--- config.mk ---
export PLATFORM = sky130hd
export DESIGN_NAME = g_nlogic_filt
export DESIGN_NICKNAME = d
export VERILOG_FILES = /design/src/rtl/g_logic_pkg.sv /design/src/rtl/g_deglitch.sv /design/src/rtl/g_nlogic_filt.sv
export SDC_FILE = /design/constraint.sdc
export NUM_CORES = 1
export LEC_CHECK = 0
export ABC_AREA = 1
export BUFFER_PORTS_ARGS = -buffer_cell sky130_fd_sc_hd__buf_2
export CORE_AREA = 2 2 39 41
export CTS_BUF_LIST = sky130_fd_sc_hd__clkbuf_4
export DETAILED_ROUTE_END_ITERATION = 16
export DIE_AREA = 0 0 41 43
export PLACE_DENSITY = 0.44
export SYNTH_ARGS = -nofsm -noshare
export SYNTH_HDL_FRONTEND = slang
export SYNTH_SLANG_ARGS = --single-unit
--- constraint.sdc ---
create_clock -name CLK -period 1.25 [get_ports CLK]
set_input_delay 0.1875 -clock CLK [delete_from_list [all_inputs] [get_ports CLK]]
set_output_delay 0.1875 -clock CLK [all_outputs]
set_load 0.02 [all_outputs]
--- src/rtl/g_logic_pkg.sv ---
// Shared gate-mode constants and helpers for the N-input logic filter.
// Reduction is written over a fixed-width vector so one function serves every WIDTH.
package g_logic_pkg;

    localparam int unsigned MODE_AND  = 0;
    localparam int unsigned MODE_OR   = 1;
    localparam int unsigned MODE_NAND = 2;
    localparam int unsigned MODE_NOR  = 3;
    localparam int unsigned MODE_XOR  = 4;
    localparam int unsigned MODE_XNOR = 5;

    localparam int unsigned MAX_WIDTH = 16;

    // Only the low 'width' bits of vec take part in the reduction.
    function automatic logic g_reduce(input int unsigned mode,
                                      input logic [MAX_WIDTH-1:0] vec,
                                      input int unsigned width);
        logic r_and;
        logic r_or;
        logic r_xor;
        logic r;
        r_and = 1'b1;
        r_or  = 1'b0;
        r_xor = 1'b0;
        for (int unsigned i = 0; i < MAX_WIDTH; i++) begin
            if (i < width) begin
                r_and = r_and & vec[i];
                r_or  = r_or | vec[i];
                r_xor = r_xor ^ vec[i];
            end
        end
        case (mode)
            MODE_AND:  r = r_and;
            MODE_OR:   r = r_or;
            MODE_NAND: r = ~r_and;
            MODE_NOR:  r = ~r_or;
            MODE_XOR:  r = r_xor;
            MODE_XNOR: r = ~r_xor;
            default:   r = 1'b0;
        endcase
        return r;
    endfunction

    function automatic logic g_idle(input int unsigned mode);
        return g_reduce(mode, '0, 1);
    endfunction

endpackage

--- src/rtl/g_deglitch.sv ---
// One-channel deglitcher: Y follows YRAW only after YRAW has disagreed with Y
// for FILT+1 consecutive enabled edges; CHG pulses on the edge Y changes.
module g_deglitch #(
    parameter int unsigned FILT = 2,
    parameter logic        IDLE = 1'b1
) (
    input  logic CLK,
    input  logic RSTN,
    input  logic EN,
    input  logic YRAW,
    output logic Y,
    output logic CHG
);

    localparam logic [3:0] FILT_CNT = FILT[3:0];

    logic [3:0] cnt_q, cnt_d;
    logic       y_q, y_d;
    logic       chg_q, chg_d;

    always_comb begin
        cnt_d = cnt_q;
        y_d   = y_q;
        chg_d = 1'b0;
        if (EN) begin
            if (YRAW == y_q) begin
                cnt_d = '0;
            end else if (cnt_q == FILT_CNT) begin
                y_d   = YRAW;
                cnt_d = '0;
                chg_d = 1'b1;
            end else begin
                cnt_d = cnt_q + 4'd1;
            end
        end
    end

    always_ff @(posedge CLK or negedge RSTN) begin
        if (!RSTN) begin
            cnt_q <= '0;
            y_q   <= IDLE;
            chg_q <= 1'b0;
        end else begin
            cnt_q <= cnt_d;
            y_q   <= y_d;
            chg_q <= chg_d;
        end
    end

    assign Y   = y_q;
    assign CHG = chg_q;

endmodule

--- src/rtl/g_nlogic_filt.sv ---
// Multi-channel N-input gate with a registered raw result and a per-channel
// deglitch filter on top of it.
module g_nlogic_filt
    import g_logic_pkg::*;
#(
    parameter int unsigned WIDTH    = 3,
    parameter int unsigned CHANNELS = 1,
    parameter int unsigned MODE     = 3,
    parameter int unsigned FILT     = 2
) (
    input  logic                      CLK,
    input  logic                      RSTN,
    input  logic                      EN,
    input  logic [CHANNELS*WIDTH-1:0] D,
    output logic [CHANNELS-1:0]       YRAW,
    output logic [CHANNELS-1:0]       Y,
    output logic [CHANNELS-1:0]       CHG
);

    if (WIDTH < 2 || WIDTH > 16) begin : g_bad_width
        $fatal(1, "g_nlogic_filt: WIDTH must be in 2..16");
    end
    if (CHANNELS < 1 || CHANNELS > 8) begin : g_bad_channels
        $fatal(1, "g_nlogic_filt: CHANNELS must be in 1..8");
    end
    if (MODE > 5) begin : g_bad_mode
        $fatal(1, "g_nlogic_filt: MODE must be in 0..5");
    end
    if (FILT > 15) begin : g_bad_filt
        $fatal(1, "g_nlogic_filt: FILT must be in 0..15");
    end

    localparam logic IDLE = g_idle(MODE);

    logic [CHANNELS-1:0] gate;
    logic [CHANNELS-1:0] yraw_q;

    for (genvar c = 0; c < CHANNELS; c++) begin : g_chan
        assign gate[c] = g_reduce(MODE, MAX_WIDTH'(D[c*WIDTH +: WIDTH]), WIDTH);

        g_deglitch #(
            .FILT (FILT),
            .IDLE (IDLE)
        ) u_deglitch (
            .CLK  (CLK),
            .RSTN (RSTN),
            .EN   (EN),
            .YRAW (yraw_q[c]),
            .Y    (Y[c]),
            .CHG  (CHG[c])
        );
    end

    always_ff @(posedge CLK or negedge RSTN) begin
        if (!RSTN) begin
            yraw_q <= {CHANNELS{IDLE}};
        end else if (EN) begin
            yraw_q <= gate;
        end
    end

    assign YRAW = yraw_q;

endmodule

Yosys cells after proc, flatten, opt, wreduce, memory -nomap -nowiden
Cells that the tools add are included.
Operators by class
  bitwise logic cells: 4
  equal/unequal tests: 2
  mux-type cells: 5
  reductions and logical operators: 1
  add/subtract/negate cells: 1
Operators by type and width (number)
  $mux 4: 2
  $add 4x1->4 const B: 1
  $eq 4x2->1 const B: 1
  $mux 1: 3
  $reduce_and 3->1: 1
  $not 1->1: 2
  $or 1x1->1: 2
  $eq 1x1->1: 1
Word-level totals
  word-level logic and storage cells: 17
  output and inout bits: 3
  input bits: 6
  flip-flop bits (word level): 7

Longest topological paths before layout
  word-level depth: 4
  depth in mapped cells: 7
  gate-level depth less buffers: 7

Modules after synthesis
From an unflattened synthesis, not the netlist that was laid out.
Unflattened totals
  cell total of the unflattened synthesis: 51
  area total of the unflattened synthesis: 364.1 um2
Modules (own cells, without submodules)
  g_deglitch: area an instance 315.3 um2, cells an instance 44, times used 1, sequential area each 151.4 um2
  g_nlogic_filt: area an instance 48.8 um2, cells an instance 7, times used 1, sequential area each 26.3 um2

Worst setup path after synthesis
No wires, ideal clock.
  kind: register to register
  from: register g_chan[0].u_deglitch.cnt_q[0]
  to: register g_chan[0].u_deglitch.cnt_q[2]
  library setup time: 116 ps
  clock period less this slack: 1075 ps
  data required time: 1134 ps
  data arrival time: 959 ps
  stages on the path, launching flop included: 8
  buffers on the path: 0
  path slack: 175 ps
  cell sequence: dfrtp_1 -> inv_1 -> ha_1 -> nand2_1 -> nor2_2 -> nor2_4 -> nand2_1 -> nand2_1
On the way
  cells in the longest elaborated chain, start to end: 3
  elaborated cells on any way between the ends: 4
  classes of those cells: 1 x add/sub; 1 x eq/ne; 2 x mux
RTL lines
  start: declaration: RTL line g_deglitch.sv:17  | logic [3:0] cnt_q, cnt_d;
  start signal: assignment: RTL line g_deglitch.sv:44  | cnt_q <= cnt_d;
  $add 4x1->4 / $eq 4x2->1 (equally long branches): RTL line g_deglitch.sv:33, g_deglitch.sv:28
  $mux 4 (*): RTL line g_deglitch.sv:28  | end else if (cnt_q == FILT_CNT) begin
  $mux 4 (*): RTL line g_deglitch.sv:26  | if (YRAW == y_q) begin
Every way passes the cells marked *; elsewhere a longest branch is shown, timed or not.
A chain may end at the register's enable or synchronous reset.

Worst setup path in the final report
  from: register yraw_q (netlist: YRAW)
  to: output port YRAW
RTL lines
  start: declaration: RTL line g_nlogic_filt.sv:36  | logic [CHANNELS-1:0] yraw_q;
  start signal: assignment: RTL line g_nlogic_filt.sv:56  | yraw_q <= {CHANNELS{IDLE}};
  start signal: assignment: RTL line g_nlogic_filt.sv:58  | yraw_q <= gate;
  end: declaration: RTL line g_nlogic_filt.sv:15  | output logic [CHANNELS-1:0] YRAW,
No word-level cell between the ends.

==> metrics <==
clock skew=0.00195 ns; Final min period=1.17 ns; initial core utilization=27.6%; # rows=14; final routed DRC violation total=0; final worst slack=0.0765 ns; via count=around 320; Setup WS pre-CTS=0.150 ns; vias in the first global route=281; CTS resizes=0; worst hold path class=primary input to register; die area=1760 um2; Starting DRT DRC Count=5; area growth from synthesis to layout=28.2%; Root Buffer=clkbuf_4; post-synth top area share=between 30% and 40%; Final period util=93.9%; Avg Synthesized Cell Area=7.79 um2; die width=just over 40 um; Setup Viol. Count Final=0; total congestion overflow=0; P_leak=0.286 nW; Crit path largest cell delay=0.57 ns; Worst-path clk slew=0.05 ns; antenna violations before repair=0; number of flops mapped to enable cells by yosys=0; post-synthesis adder-cell area fraction=6.56%; FILL cells=138; Final Cell Area=489 um2; total of max-cap violations=0; hold_ws=0.156 ns; clock sink total=7; IO Pins=9; Final Core Density=35.4%; routed wire length per instance=8.25 um; count leader, synth=nand2_1; IO buf count=8; critical path type=register to output pin; pin count of the biggest net entering global routing=8; post-DP HPWL=496 um; CTS tree=built; worst vdd ir=0.761 mV; synthesized area=~380 um2; endpoint type of the worst setup path=output pin; Slew Limit Fails=0; #FFs+latches synth=7; fmax=852 MHz; core outline area=1380 um2; clock buffer depth=2; worst r2r src=g_chan[0].u_deglitch.cnt_q[0]; top_reg_cell synth=dfrtp_1; Slew @ Worst Pin=0.188 ns; TNS Setup=0 ns; slowest stage cell, crit path=dfstp_2; Worst setup SP type=register; crit-path leading delay family=flip-flops; first-pass GRT wire length=1.12 mm; Final Hold Vio Count=0; clock latency on the worst-skew pair=0.25 ns; Die H=43 um; Synth async-reset ratio=100%; Post-CTS Setup Repair Bufs=0; DP Cell Count=74; Syn Inst Count=49; CP bufs+invs=1; total track usage=9.87%; power density cells=~1100 nW/um2; Post-Synth XOR/XNOR Area=2.30%; Nets=72; post-route total power=0.517 mW; Initial DRT Pass Iterations=3; Max H-tree Level=1; Finished Layout Cells=79; simple-gate share of the synthesized area=36.4%; RePlAce Congestion=approximately 0.7; top cells by count, synth=nand2_1, dfrtp_1, inv_1; Worst EP required=1.06 ns; Final ANT Viol Nets=0; area of the multi-input gates=~180 um2; outcome=complete, no violations; synthesis warning total=0; post-place instance area=449 um2; Syn Nets=57; crit path cell chain=buf_2; hold path startpoint=EN; RSZ-0062 raised after global routing=no; register area share after synthesis=a little under half; n_diodes=0; multiplexer area fraction after synthesis=0%; share of layout cells above drive strength 1=31.7%; synth top area cells=dfrtp_1, nand2_1, dfstp_2, ha_1, inv_1; Crit. Startpoint=YRAW; compound-cell area share of the yosys netlist=1.31%; Arr. time, crit path=0.99 ns; register area=178 um2; drt total wl=652 um; CTS Buf Count=3; Yosys cell types=15; via/cell ratio=4.03; largest family of logic cells by synthesized area=simple AND/OR/NAND/NOR gates; Synth area leader=dfrtp_1; Crit Path Max Fanout=5; Worst slew margin=87.4%
## power by group
| group | leakage [nW] | internal (mW) | switching, mW |
|---|---|---|---|
| sequential | 0.0901 | 0.235 | 0.00531 |
| combinational | 0.177 | 0.0207 | 0.0290 |
| clock | 0.0184 | 0.143 | 0.0834 |
## metal layers
metal	wire length (um)	part of all wire, %	track usage [%]	vias to the layer above
met3	32	4.9	7.85	0
met2	300	46	14.4	7
met1	319	49	12.0	134
met5	0	0	0	-
met4	0	0	0	0
li1	-	-	-	177
## state kept, by name, indices dropped and copies added, names as in the netlist
name,flops
g_chan.u_deglitch.cnt_q,4
g_chan.u_deglitch.Y,1
YRAW,1
g_chan.u_deglitch.CHG,1
## repair_timing
action / 4_1_cts / 5_1_grt
hold endpoints to repair: 7 / 0
hold buffers: 1 / 0
endpoints found under the setup margin: 0 / 0
## kinds of logic (layout without fill, tap and decap cells)
kind of cell / Yosys count / in the layout
AND/OR/NAND/NOR: 31 / 31
flip-flops: 7 / 7
buffers and inverters: 7 / 21
adder cells (fa/ha/maj): 2 / 2
AO/OA/AOI/OAI: 1 / 1
XOR/XNOR: 1 / 1
## final cells by class
type	count	area share [%]
timing repair buffer	10	11.8
tap	16	4.09
multi-input combinational	35	36.3
inverter	7	5.37
sequential	7	36.3
clock buffer	4	6.14
## path summary, 6_finish.rpt
check | endpoint | slack (ns) | depth (start not counted)
hold / removal | YRAW | 0.16 | 2
setup / recovery | YRAW | 0.08 | 1
min in group asynchronous | g_chan[0].u_deglitch.CHG | 0.30 | 2
hold reg to reg | g_chan[0].u_deglitch.Y | 0.49 | 2
max in group asynchronous | g_chan[0].u_deglitch.Y | 0.72 | 2
setup reg to reg | g_chan[0].u_deglitch.cnt_q[0] | 0.16 | 7
## worst reg2reg max path: cells and delay by family, from the launching register on
family / cells / cell delay [ns]
fa+ha+maj: 1 / 0.14
simple gates: 5 / 0.39
buf+inv: 1 / 0.08
flops: 1 / 0.37
## placed cells by master, fill, tap and decap left out
cell type and count:
nor3_1 1, clkbuf_4 4, o21ai_0 1, nand3_1 2, inv_2 2, dfrtp_1 5
nor2_1 2, nor2_2 1, dfstp_2 2, dlygate4sd3_1 1, inv_1 5, nand2_1 22
nor2_4 1, ha_1 2, buf_2 8, xor2_1 1, buf_4 1, nand3_2 1
nand4_1 1
No activity file was read; power rests on OpenSTA's default activity.
